===== src/rtl/line_burst_adaptor_if.sv =====
// Bundle of the arbiter-side line port and the memory-side burst port.
// slave is the adaptor's view; master is the view of whatever drives it.
interface line_burst_adaptor_if;
  logic [255:0] line_i;
  logic [255:0] line_o;
  logic [31:0]  address_i;
  logic         read_i;
  logic         write_i;
  logic         resp_o;
  logic [63:0]  burst_i;
  logic [63:0]  burst_o;
  logic [31:0]  address_o;
  logic         read_o;
  logic         write_o;
  logic         resp_i;

  modport slave (
    input  line_i, address_i, read_i, write_i, burst_i, resp_i,
    output line_o, resp_o, burst_o, address_o, read_o, write_o
  );

  modport master (
    output line_i, address_i, read_i, write_i, burst_i, resp_i,
    input  line_o, resp_o, burst_o, address_o, read_o, write_o
  );
endinterface


===== src/rtl/line_burst_adaptor.sv =====
// Converts one 256-bit line request into a four-beat 64-bit memory burst
// and reassembles read beats into a line; one transaction at a time.
module line_burst_adaptor (
  input  logic                  clk,
  input  logic                  rst,
  line_burst_adaptor_if.slave   bus
);

  typedef enum logic [1:0] {IDLE, READ, WRITE, DONE} state_e;

  state_e       state_q, state_d;
  logic [1:0]   cnt_q, cnt_d;
  logic [31:0]  addr_q, addr_d;
  logic [255:0] wline_q, wline_d;
  logic [255:0] rline_q, rline_d;

  always_ff @(posedge clk or posedge rst) begin
    if (rst) begin
      state_q <= IDLE;
      cnt_q   <= '0;
      addr_q  <= '0;
      wline_q <= '0;
      rline_q <= '0;
    end else begin
      state_q <= state_d;
      cnt_q   <= cnt_d;
      addr_q  <= addr_d;
      wline_q <= wline_d;
      rline_q <= rline_d;
    end
  end

  always_comb begin
    state_d = state_q;
    cnt_d   = cnt_q;
    addr_d  = addr_q;
    wline_d = wline_q;
    rline_d = rline_q;
    case (state_q)
      IDLE: begin
        // Write takes priority if the arbiter ever raises both requests.
        if (bus.write_i) begin
          wline_d = bus.line_i;
          addr_d  = {bus.address_i[31:5], 5'b0};
          cnt_d   = '0;
          state_d = WRITE;
        end else if (bus.read_i) begin
          addr_d  = {bus.address_i[31:5], 5'b0};
          cnt_d   = '0;
          state_d = READ;
        end
      end
      READ: begin
        if (bus.resp_i) begin
          rline_d[{cnt_q, 6'd0} +: 64] = bus.burst_i;
          cnt_d = cnt_q + 2'd1;
          if (cnt_q == 2'd3) state_d = DONE;
        end
      end
      WRITE: begin
        if (bus.resp_i) begin
          cnt_d = cnt_q + 2'd1;
          if (cnt_q == 2'd3) state_d = DONE;
        end
      end
      DONE:    state_d = IDLE;
      default: state_d = IDLE;
    endcase
  end

  assign bus.read_o    = (state_q == READ);
  assign bus.write_o   = (state_q == WRITE);
  assign bus.resp_o    = (state_q == DONE);
  assign bus.address_o = addr_q;
  assign bus.line_o    = rline_q;
  assign bus.burst_o   = wline_q[{cnt_q, 6'd0} +: 64];

endmodule


===== src/flat_wrapper.sv =====
// flat-port wrapper written by rule: the top's interface ports become plain ports
module line_burst_adaptor_flat 
  (clk, rst, bus_line_i, bus_address_i, bus_read_i, bus_write_i, bus_burst_i, bus_resp_i, bus_line_o, bus_resp_o, bus_burst_o, bus_address_o, bus_read_o, bus_write_o);
  line_burst_adaptor_if bus_i ();
  input  logic clk;
  input  logic rst;
  input wire logic [$bits(bus_i.line_i)-1:0] bus_line_i;
  input wire logic [$bits(bus_i.address_i)-1:0] bus_address_i;
  input wire logic [$bits(bus_i.read_i)-1:0] bus_read_i;
  input wire logic [$bits(bus_i.write_i)-1:0] bus_write_i;
  input wire logic [$bits(bus_i.burst_i)-1:0] bus_burst_i;
  input wire logic [$bits(bus_i.resp_i)-1:0] bus_resp_i;
  output wire logic [$bits(bus_i.line_o)-1:0] bus_line_o;
  output wire logic [$bits(bus_i.resp_o)-1:0] bus_resp_o;
  output wire logic [$bits(bus_i.burst_o)-1:0] bus_burst_o;
  output wire logic [$bits(bus_i.address_o)-1:0] bus_address_o;
  output wire logic [$bits(bus_i.read_o)-1:0] bus_read_o;
  output wire logic [$bits(bus_i.write_o)-1:0] bus_write_o;
  assign bus_i.line_i = bus_line_i;
  assign bus_i.address_i = bus_address_i;
  assign bus_i.read_i = bus_read_i;
  assign bus_i.write_i = bus_write_i;
  assign bus_i.burst_i = bus_burst_i;
  assign bus_i.resp_i = bus_resp_i;
  assign bus_line_o = bus_i.line_o;
  assign bus_resp_o = bus_i.resp_o;
  assign bus_burst_o = bus_i.burst_o;
  assign bus_address_o = bus_i.address_o;
  assign bus_read_o = bus_i.read_o;
  assign bus_write_o = bus_i.write_o;
  line_burst_adaptor u_core (.clk(clk), .rst(rst), .bus(bus_i));
endmodule

===== config.mk =====
export PLATFORM = sky130hd
export DESIGN_NAME = line_burst_adaptor_flat
export DESIGN_NICKNAME = d
export VERILOG_FILES = /design/src/rtl/line_burst_adaptor_if.sv /design/src/rtl/line_burst_adaptor.sv /design/src/flat_wrapper.sv
export SDC_FILE = /design/constraint.sdc
export NUM_CORES = 1
export LEC_CHECK = 0
export CAP_MARGIN = 20
export CORE_AREA = 2 2 280 282
export CTS_BUF_LIST = sky130_fd_sc_hd__clkbuf_4 sky130_fd_sc_hd__clkbuf_8 sky130_fd_sc_hd__clkbuf_16
export CTS_CLUSTER_DIAMETER = 150
export DETAILED_ROUTE_END_ITERATION = 7
export DIE_AREA = 0 0 282 284
export SETUP_SLACK_MARGIN = 0.05
export SLEW_MARGIN = 0
export SYNTH_ARGS = -nofsm -noshare
export SYNTH_HDL_FRONTEND = slang
export SYNTH_SLANG_ARGS = --single-unit

===== constraint.sdc =====
create_clock -name clk -period 25 [get_ports clk]
set_input_delay 5 -clock clk [delete_from_list [all_inputs] [get_ports clk]]
set_output_delay 5 -clock clk [all_outputs]
set_load 0.02 [all_outputs]

==> results.toml, run 1 <==
[power_and_ir_drop]
swShare_pct = 33.1
p_clk_share_pct = 24.8
internal_power_mw = 2.58
comb_power_share_pct = 39.3
cellPowerDensity_nw_per_um2 = 120
max-vdd-ir-drop_mv = 0.0692
p_seq_share_pct = 35.9
leakagePower_nw = 13.3
p_sw_mw = 1.28
finalPower_mw = 3.86

[sta]
rsz0062_at_grt = "false"
hold_violations = 0
finalClockSkew_ns = 0.0210
tightestPinTransition_ns = 1.08
whs_ns = 0.474
period_share_pct = 35.0
setup_viol = 0
setup_tns_ns = 0
fmax_ghz = 0.114
max_slew_margin_pct = 28.3
slew_viol_final = 0
fin_crit_ns = 8.75

[synth]
synthesis.area_um2 = 21900
synth_top_area_cell = "dfrtp_1"
syn-mean-instance-area_um2 = 14.1
yosysSeqAreaShare_pct = 62.2
ys_ff_latch = 543
netlist_top_cells_count = "543 x dfrtp_1, 283 x mux2_2, 251 x nand2_1"
yosysMostFrequentCell = "dfrtp_1"
netlist_top_cells_area = "dfrtp_1 62%, mux2_2 15%, mux4_2 6.6%"
synth-warning-count = 0
synthDistinctLibCells = 30
syn_inst = 1553
synth_edf_count = 0
synth_top_area_share_pct = 62.2
ys_dominant_reg_cell = "dfrtp_1"
async_reset_ff_share_pct = 100

[setup_path]
crit_path_max_fanout = 42
critPathKind = "reg2out"
arrival_ns = 3.75
ff2ff_setup_slack_ns = 20.49
end_kind = "output port"
crit_path_start_kind = "flop"
required_ns = 20.00

[min_path]
holdCritPathClass = "reg2reg"

[cts]
post_cts_resized = 0
cts_tree = "yes"
post_cts_buffers = 0
clk_latency_ns = 0.60
clkSinkCount = 543
root_buffer = "clkbuf_16"
ctsHtreeMaxLevel = 3
clk_pin_slew_ns = 0.06
ctsHoldBuffers = 0
cts_inserted_buffers = 66
cts_buffer_depth = 3

[global_routing]
use_met1_pct = 18.9
grt_use_met2_pct = 29.4
top_usage_layer = "met2"
grt_use_total_pct = 17.0
grt_util_met3_pct = 6.79
grt_max_degree = 154
antenna_found_initial = 11
grt.overflow.total = 0
first_global_vias = 16600
grt_pass1_wl_um = 105000

[drt]
vias = 15500
wl_um = 69200
drc = 0
first_iter_violations = 846
avgRoutedWirePerCell_um = 20.8
drt-vias-per-instance = 4.66
ant_nets = 0
dr.pass1.iters = 6

[die]
num_rows = 102
ios = 712
die_height_um = 284
core-area_um2 = 77000
die-width_um = 282
start_util_pct = 28.4
fp.dieArea_um2 = 80100

[job]
maxCapViolCount = 0

[place]
hpwl_um = 49200
io_buffers = 701
place_area_um2 = 29900
dpl.cell_count = 3204
gp_congestion = 0.812

[final_layout]
layout.nets = 2600
layout.cells.non_filler = 3323
area_delta_synth_final_pct = 46.8
drive_gt1_share_pct = 21.8
fillers = 7169
design_area_um2 = 32100

[run_status]
status = "finished clean"
layout make-up:
type / instances / area [µm²] / share of cell area [%]
tap: 1040 / 1300 / 4.05
clock inverter: 20 / 244 / 0.760
inverter: 7 / 33.8 / 0.105
timing repair buffer: 722 / 7190 / 22.4
multi-input combinational: 892 / 7770 / 24.2
sequential: 543 / 13600 / 42.4
clock buffer: 95 / 1950 / 6.08
antenna: 4 / 10.0 / 0.0312
critical path: stages (launching register included):
cell and delay, ns:
dfrtp_4 0.89, buf_4 0.83, mux4_2 0.76, clkdlybuf4s50_1 0.60
cells in the final DEF (no fill, tap or decap), types with 2 or more instances in the layout:
cell type        instances
clkdlybuf4s50_1        701
dfrtp_1                541
mux2_2                 283
nand2_1                250
a22o_1                 132
o21ai_0                108
clkbuf_16               66
mux4_2                  64
buf_4                   20
clkbuf_4                16
o21ai_1                 14
clkbuf_8                13
ha_1                    11
clkinv_2                 7
inv_1                    6
mux2i_1                  5
conb_1                   5
inv_6                    5
diode_2                  4
nand3_4                  3
inv_16                   3
nor2_1                   2
a32o_1                   2
clkinvlp_4               2
bufinv_16                2
dfrtp_4                  2
per-layer routing:
layer	vias up	share of wire [%]
li1	6924	-
met1	7851	37
met2	582	50
met3	127	10
met4	10	3.0
met5	-	0.092
stage by stage:
| stage | setup WS [ns] | util [%] |
|---|---|---|
| final | 16.25 | 41.7 |
| after global placement | 15.71 | 38.8 |
| after global routing | 15.94 | 41.7 |
| after CTS | 16.03 | 41.7 |
| after detailed placement | 15.62 | 38.8 |
| after floorplan | 4.82 | - |
registers in the layout, summed over array words and instances (netlist names):
register              cells
u_core.bus.line_o       256
u_core.cnt_q              2
u_core.wline_q          256
u_core.state_q            2
u_core.bus.address_o     27
worst paths after layout:
kind                                        startpoint  cells after the start                     end
worst min register to register  u_core.bus.line_o[191]                      2  u_core.bus.line_o[191]
min in group asynchronous                          rst                      2  u_core.bus.line_o[199]
max in group asynchronous                          rst                      5         u_core.cnt_q[1]
worst max-delay path                   u_core.cnt_q[0]                      3         bus_burst_o[56]
worst min-delay path            u_core.bus.line_o[191]                      2  u_core.bus.line_o[191]
worst max register to register       u_core.state_q[0]                      7     u_core.wline_q[177]
power by group through the flow:
| stage | Combinational (mW) | Clock, mW | Sequential [mW] |
|---|---|---|---|
| finish | 1.52 | 0.958 | 1.38 |
| global route | 1.62 | 1.03 | 1.42 |
| CTS | 1.55 | 0.988 | 1.39 |
| detailed placement | 1.54 | 0 | 1.40 |
| global placement | 1.51 | 0 | 1.38 |
| floorplan | 0.797 | 0 | 1.45 |
logic make-up after synthesis:
family,Yosys count,synth area share [%]
compound gates,260,8.33
fa+ha+maj,11,0.630
other cells,1,0.0172
flops,543,62.2
buf+inv,122,2.60
simple gates,264,4.84
mux,352,21.4
No activity file was read; power rests on OpenSTA's default activity.
==> inputs of run 2 (changes only) <==
==> constraint.sdc (replaced) <==
create_clock -name clk -period 8.6 [get_ports clk]
set_input_delay 1.72 -clock clk [delete_from_list [all_inputs] [get_ports clk]]
set_output_delay 1.72 -clock clk [all_outputs]
set_load 0.02 [all_outputs]
==> run 2 against run 1 <==
Critical path depth unchanged. Clock skew decreased by 0.0098 ns. Combinational power rose to 2.9 times the previous value. Wire length decreased by 1.4%. Setup slack lost 13 ns. Critical path type unchanged. Largest cell class unchanged.
==> results.toml, run 2 (synthesized netlist as in run 1, its figures left out) <==
[cts]
cts_tree = "yes"
root_buffer = "clkbuf_16"
clk_latency_ns = 0.59
cts_buffer_depth = 3
ctsHoldBuffers = 0
ctsHtreeMaxLevel = 2
clkSinkCount = 543
post_cts_resized = 0
cts_inserted_buffers = 61
post_cts_buffers = 0
clk_pin_slew_ns = 0.06

[setup_path]
r2r_end = "u_core.bus.line_o[196]"
required_ns = 6.88
arrival_ns = 3.43
end_kind = "output port"
critPathLaunch = "u_core.cnt_q[0]"
r2r-start = "u_core.cnt_q[0]"
endpoint = "bus_burst_o[56]"
ff2ff_setup_slack_ns = 4.48
crit_path_start_kind = "flop"
crit_path_max_fanout = 34
critPathKind = "reg2out"
r2r_cells = 7

[run_status]
status = "finished clean"

[die]
num_rows = 102
die_height_um = 284
core-area_um2 = 77000
ios = 712
die-width_um = 282
start_util_pct = 28.4
fp.dieArea_um2 = 80100

[drt]
wl_um = 68300
ant_nets = 0
first_iter_violations = 641
drc = 0
vias = 15300
avgRoutedWirePerCell_um = 20.6
dr.pass1.iters = 5
drt-vias-per-instance = 4.61

[place]
place_area_um2 = 29900
hpwl_um = 49000
io_buffers = 701
dpl.cell_count = 3204
gp_congestion = 0.807

[sta]
fin_crit_ns = 5.15
tightestPinTransition_ns = 0.972
slew_viol_final = 0
setup_viol = 0
finalClockSkew_ns = 0.0112
fmax_ghz = 0.194
whs_ns = 0.478
period_share_pct = 59.9
rsz0062_at_grt = "false"
max_slew_margin_pct = 35.2
hold_violations = 0

[final_layout]
drive_gt1_share_pct = 21.4
layout.nets = 2595
layout_commonest_cell = "clkdlybuf4s50_1"
layout.cells.non_filler = 3312
post-route-util_pct = 41.6
design_area_um2 = 32000
area_delta_synth_final_pct = 46.4
final_cell_mix = "701 x clkdlybuf4s50_1, 541 x dfrtp_1, 283 x mux2_2"

[power_and_ir_drop]
cellPowerDensity_nw_per_um2 = 346
max-vdd-ir-drop_mv = 0.267
leakagePower_nw = 13.3

[global_routing]
antenna_found_initial = 11
grt.overflow.total = 0
grt_use_total_pct = 16.7
first_global_vias = 16200
grt_max_degree = 146
grt_pass1_wl_um = 102000

[job]
maxCapViolCount = 0

[min_path]
holdCritPathClass = "reg2reg"
run 2: layout make-up:
type	count	area (µm²)
clock inverter	13	198
fill	7197	45000
timing repair buffer	722	7220
sequential	543	13600
inverter	7	30.0
multi-input combinational	892	7770
clock buffer	91	1860
antenna	4	10.0
tap	1040	1300
run 2: power by group:
group	switching (mW)	internal (mW)
registers	0.520	3.48
clock network	1.02	1.63
logic	2.05	2.37
run 2: routing by layer:
layer	routed length (µm)	global-route usage (%)	share of wire, %	up-vias
li1	-	-	-	6912
met3	6760	6.36	9.9	120
met5	75	0	0.11	-
met2	33600	28.3	49	575
met4	2250	5.86	3.3	14
met1	25600	19.1	38	7636
run 2: how the worst min path moves through the flow:
stage	startpoint	endpoint	cells past startpoint
6_report	u_core.bus.line_o[136]	u_core.bus.line_o[136]	2
5_1_grt	u_core.bus.line_o[125]	u_core.bus.line_o[125]	2
4_1_cts	u_core.bus.line_o[74]	u_core.bus.line_o[74]	2
3_5_place_dp	u_core.bus.line_o[74]	u_core.bus.line_o[74]	2
3_3_place_gp	u_core.bus.line_o[147]	u_core.bus.line_o[147]	2
2_1_floorplan	u_core.wline_q[128]	u_core.wline_q[128]	1
run 2: stage by stage:
stage | setup TNS (ns) | power [mW] | worst slack [ns]
3_5_place_dp | 0 | 8.52 | 3.90
6_report | 0 | 11.1 | 3.45
2_1_floorplan | -274.73 | 6.54 | -0.506
3_3_place_gp | 0 | 8.40 | 3.91
4_1_cts | 0 | 11.2 | 3.23
5_1_grt | 0 | 11.7 | 3.10
run 2: critical path, stage by stage (launching register included):
cell and delay [ns]:
dfrtp_4 0.74, buf_4 0.71, mux4_2 0.58, clkdlybuf4s50_1 0.76
==> inputs of run 3 (changes only) <==
==> constraint.sdc (replaced) <==
create_clock -name clk -period 5.1 [get_ports clk]
set_input_delay 1.02 -clock clk [delete_from_list [all_inputs] [get_ports clk]]
set_output_delay 1.02 -clock clk [all_outputs]
set_load 0.02 [all_outputs]
==> run 3 against run 2 <==
Hold slack got worse by 0.0012 ns. Global-route usage is 0.57 points higher. Clock skew is 0.0034 ns higher. Largest power group unchanged. Utilization is 0.34 points higher. Sequential power up 72%. Via count up 1.3%. Sequential share of layout area down 0.35 points. First-iteration DRC count is 37% higher. Power up 71%. Die area did not move. Critical path depth unchanged. Clock-buffer cell count fell by 10.
==> results.toml, run 3 (synthesized netlist as in run 1, its figures left out) <==
[sta]
rsz0062_at_grt = "false"
slew_viol_final = 0
tightestPinTransition_ns = 1.01
fin_crit_ns = 4.32
max_slew_margin_pct = 32.7
fmax_ghz = 0.232
setup_tns_ns = 0
setup_viol = 0
hold_violations = 0
finalClockSkew_ns = 0.0146
period_share_pct = 84.7

[setup_path]
arrival_ns = 3.30
path_cells = "buf_4 -> mux4_2 -> clkdlybuf4s50_1"
end_kind = "output port"
crit_path_start_kind = "flop"
r2r-start = "u_core.cnt_q[0]"
r2r_cells = 6
slowest_delay_ns = 1.07
endpoint = "bus_burst_o[33]"
required_ns = 4.08
r2r_end = "u_core.bus.line_o[201]"
crit_path_max_fanout = 42
cpMaxStageDelayCell = "dfrtp_4"
critPathKind = "reg2out"
ff2ff_setup_slack_ns = 1.49
critPathLaunch = "u_core.cnt_q[0]"

[die]
fp.dieArea_um2 = 80100
die-width_um = 282
ios = 712
die_height_um = 284
start_util_pct = 28.4
num_rows = 102
core-area_um2 = 77000

[cts]
post_cts_resized = 0
cts_buffer_depth = 3
clk_latency_ns = 0.61
clk_pin_slew_ns = 0.06
cts_tree = "yes"
post_cts_buffers = 0
ctsHoldBuffers = 0
cts_inserted_buffers = 59
ctsHtreeMaxLevel = 2
clkSinkCount = 543
root_buffer = "clkbuf_16"

[place]
io_buffers = 701
hpwl_um = 50500
gp_congestion = 0.819

[final_layout]
final_cell_mix = "701 x clkdlybuf4s50_1, 541 x dfrtp_1, 283 x mux2_2"
layout.nets = 2607
post-route-util_pct = 41.9
area_delta_synth_final_pct = 47.6
drive_gt1_share_pct = 22.1
layout_commonest_cell = "clkdlybuf4s50_1"

[power_and_ir_drop]
swShare_pct = 32.7
p_sw_mw = 6.20
p_clk_share_pct = 24.6
internal_power_mw = 12.8
cellPowerDensity_nw_per_um2 = 588
leakagePower_nw = 13.4
max-vdd-ir-drop_mv = 0.320
comb_power_share_pct = 39.1
p_seq_share_pct = 36.3

[drt]
drc = 0
ant_nets = 0
avgRoutedWirePerCell_um = 21.1
drt-vias-per-instance = 4.64
wl_um = 70300
dr.pass1.iters = 5
first_iter_violations = 881
vias = 15500

[global_routing]
grt_use_total_pct = 17.3
grt_max_degree = 101
antenna_found_initial = 9
grt.overflow.total = 0
first_global_vias = 16800
grt_pass1_wl_um = 106000

[run_status]
status = "finished clean"

[min_path]
holdCritPathClass = "reg2reg"

[job]
maxCapViolCount = 0
-- run 3: cell type report --
| cell class | instances | area [µm²] |
|---|---|---|
| antenna | 3 | 7.51 |
| clock buffer | 81 | 1760 |
| clock inverter | 29 | 385 |
| fill | 7140 | 44700 |
| inverter | 7 | 30.0 |
| multi-input combinational | 892 | 7770 |
| sequential | 543 | 13600 |
| tap | 1040 | 1300 |
| timing repair buffer | 736 | 7400 |
-- run 3: per-layer routing --
layer / wire, µm / vias to the layer above / track usage (%)
li1: - / 6931 / -
met1: 26500 / 7808 / 19.7
met2: 35600 / 587 / 30.5
met3: 6310 / 120 / 5.65
met4: 1870 / 12 / 4.93
met5: 80 / - / 0
-- run 3: worst min-delay path by stage --
stage	startpoint	end	slack, ns	cells after the start
3_3_place_gp	u_core.bus.line_o[172]	u_core.bus.line_o[172]	0.47	2
2_1_floorplan	u_core.wline_q[128]	u_core.wline_q[128]	0.47	1
6_report	u_core.bus.line_o[189]	u_core.bus.line_o[189]	0.48	2
4_1_cts	u_core.bus.line_o[189]	u_core.bus.line_o[189]	0.48	2
5_1_grt	u_core.bus.line_o[189]	u_core.bus.line_o[189]	0.50	2
3_5_place_dp	u_core.bus.line_o[189]	u_core.bus.line_o[189]	0.47	2
-- run 3: per-stage QoR --
stage | power [mW] | std cells | setup slack [ns] | cell area (µm²) | hold WS [ns]
6_report | 19.0 | 3331 | 0.781 | 32300 | 0.477
3_3_place_gp | 14.2 | 3217 | 1.35 | 30100 | 0.465
5_1_grt | 20.0 | 3331 | 0.550 | 32300 | 0.499
4_1_cts | 19.2 | 3327 | 0.617 | 32200 | 0.482
2_1_floorplan | 11.0 | 1557 | -3.31 | 21900 | 0.474
3_5_place_dp | 14.5 | 3217 | 1.30 | 30100 | 0.469
-- run 3: worst max-delay path, delay by kind of cell, from the launching register on --
| family | cells | cell delay [ns] |
|---|---|---|
| DFF | 1 | 1.07 |
| buffers and inverters | 2 | 1.02 |
| muxes | 1 | 0.53 |
-- run 3: power groups by stage --
stage	Sequential, mW	Combinational (mW)	Clock, mW
2_1_floorplan	7.11	3.91	0
3_3_place_gp	6.84	7.39	0
3_5_place_dp	6.97	7.50	0
4_1_cts	6.90	7.54	4.79
5_1_grt	7.08	7.91	4.98
6_report	6.88	7.42	4.67
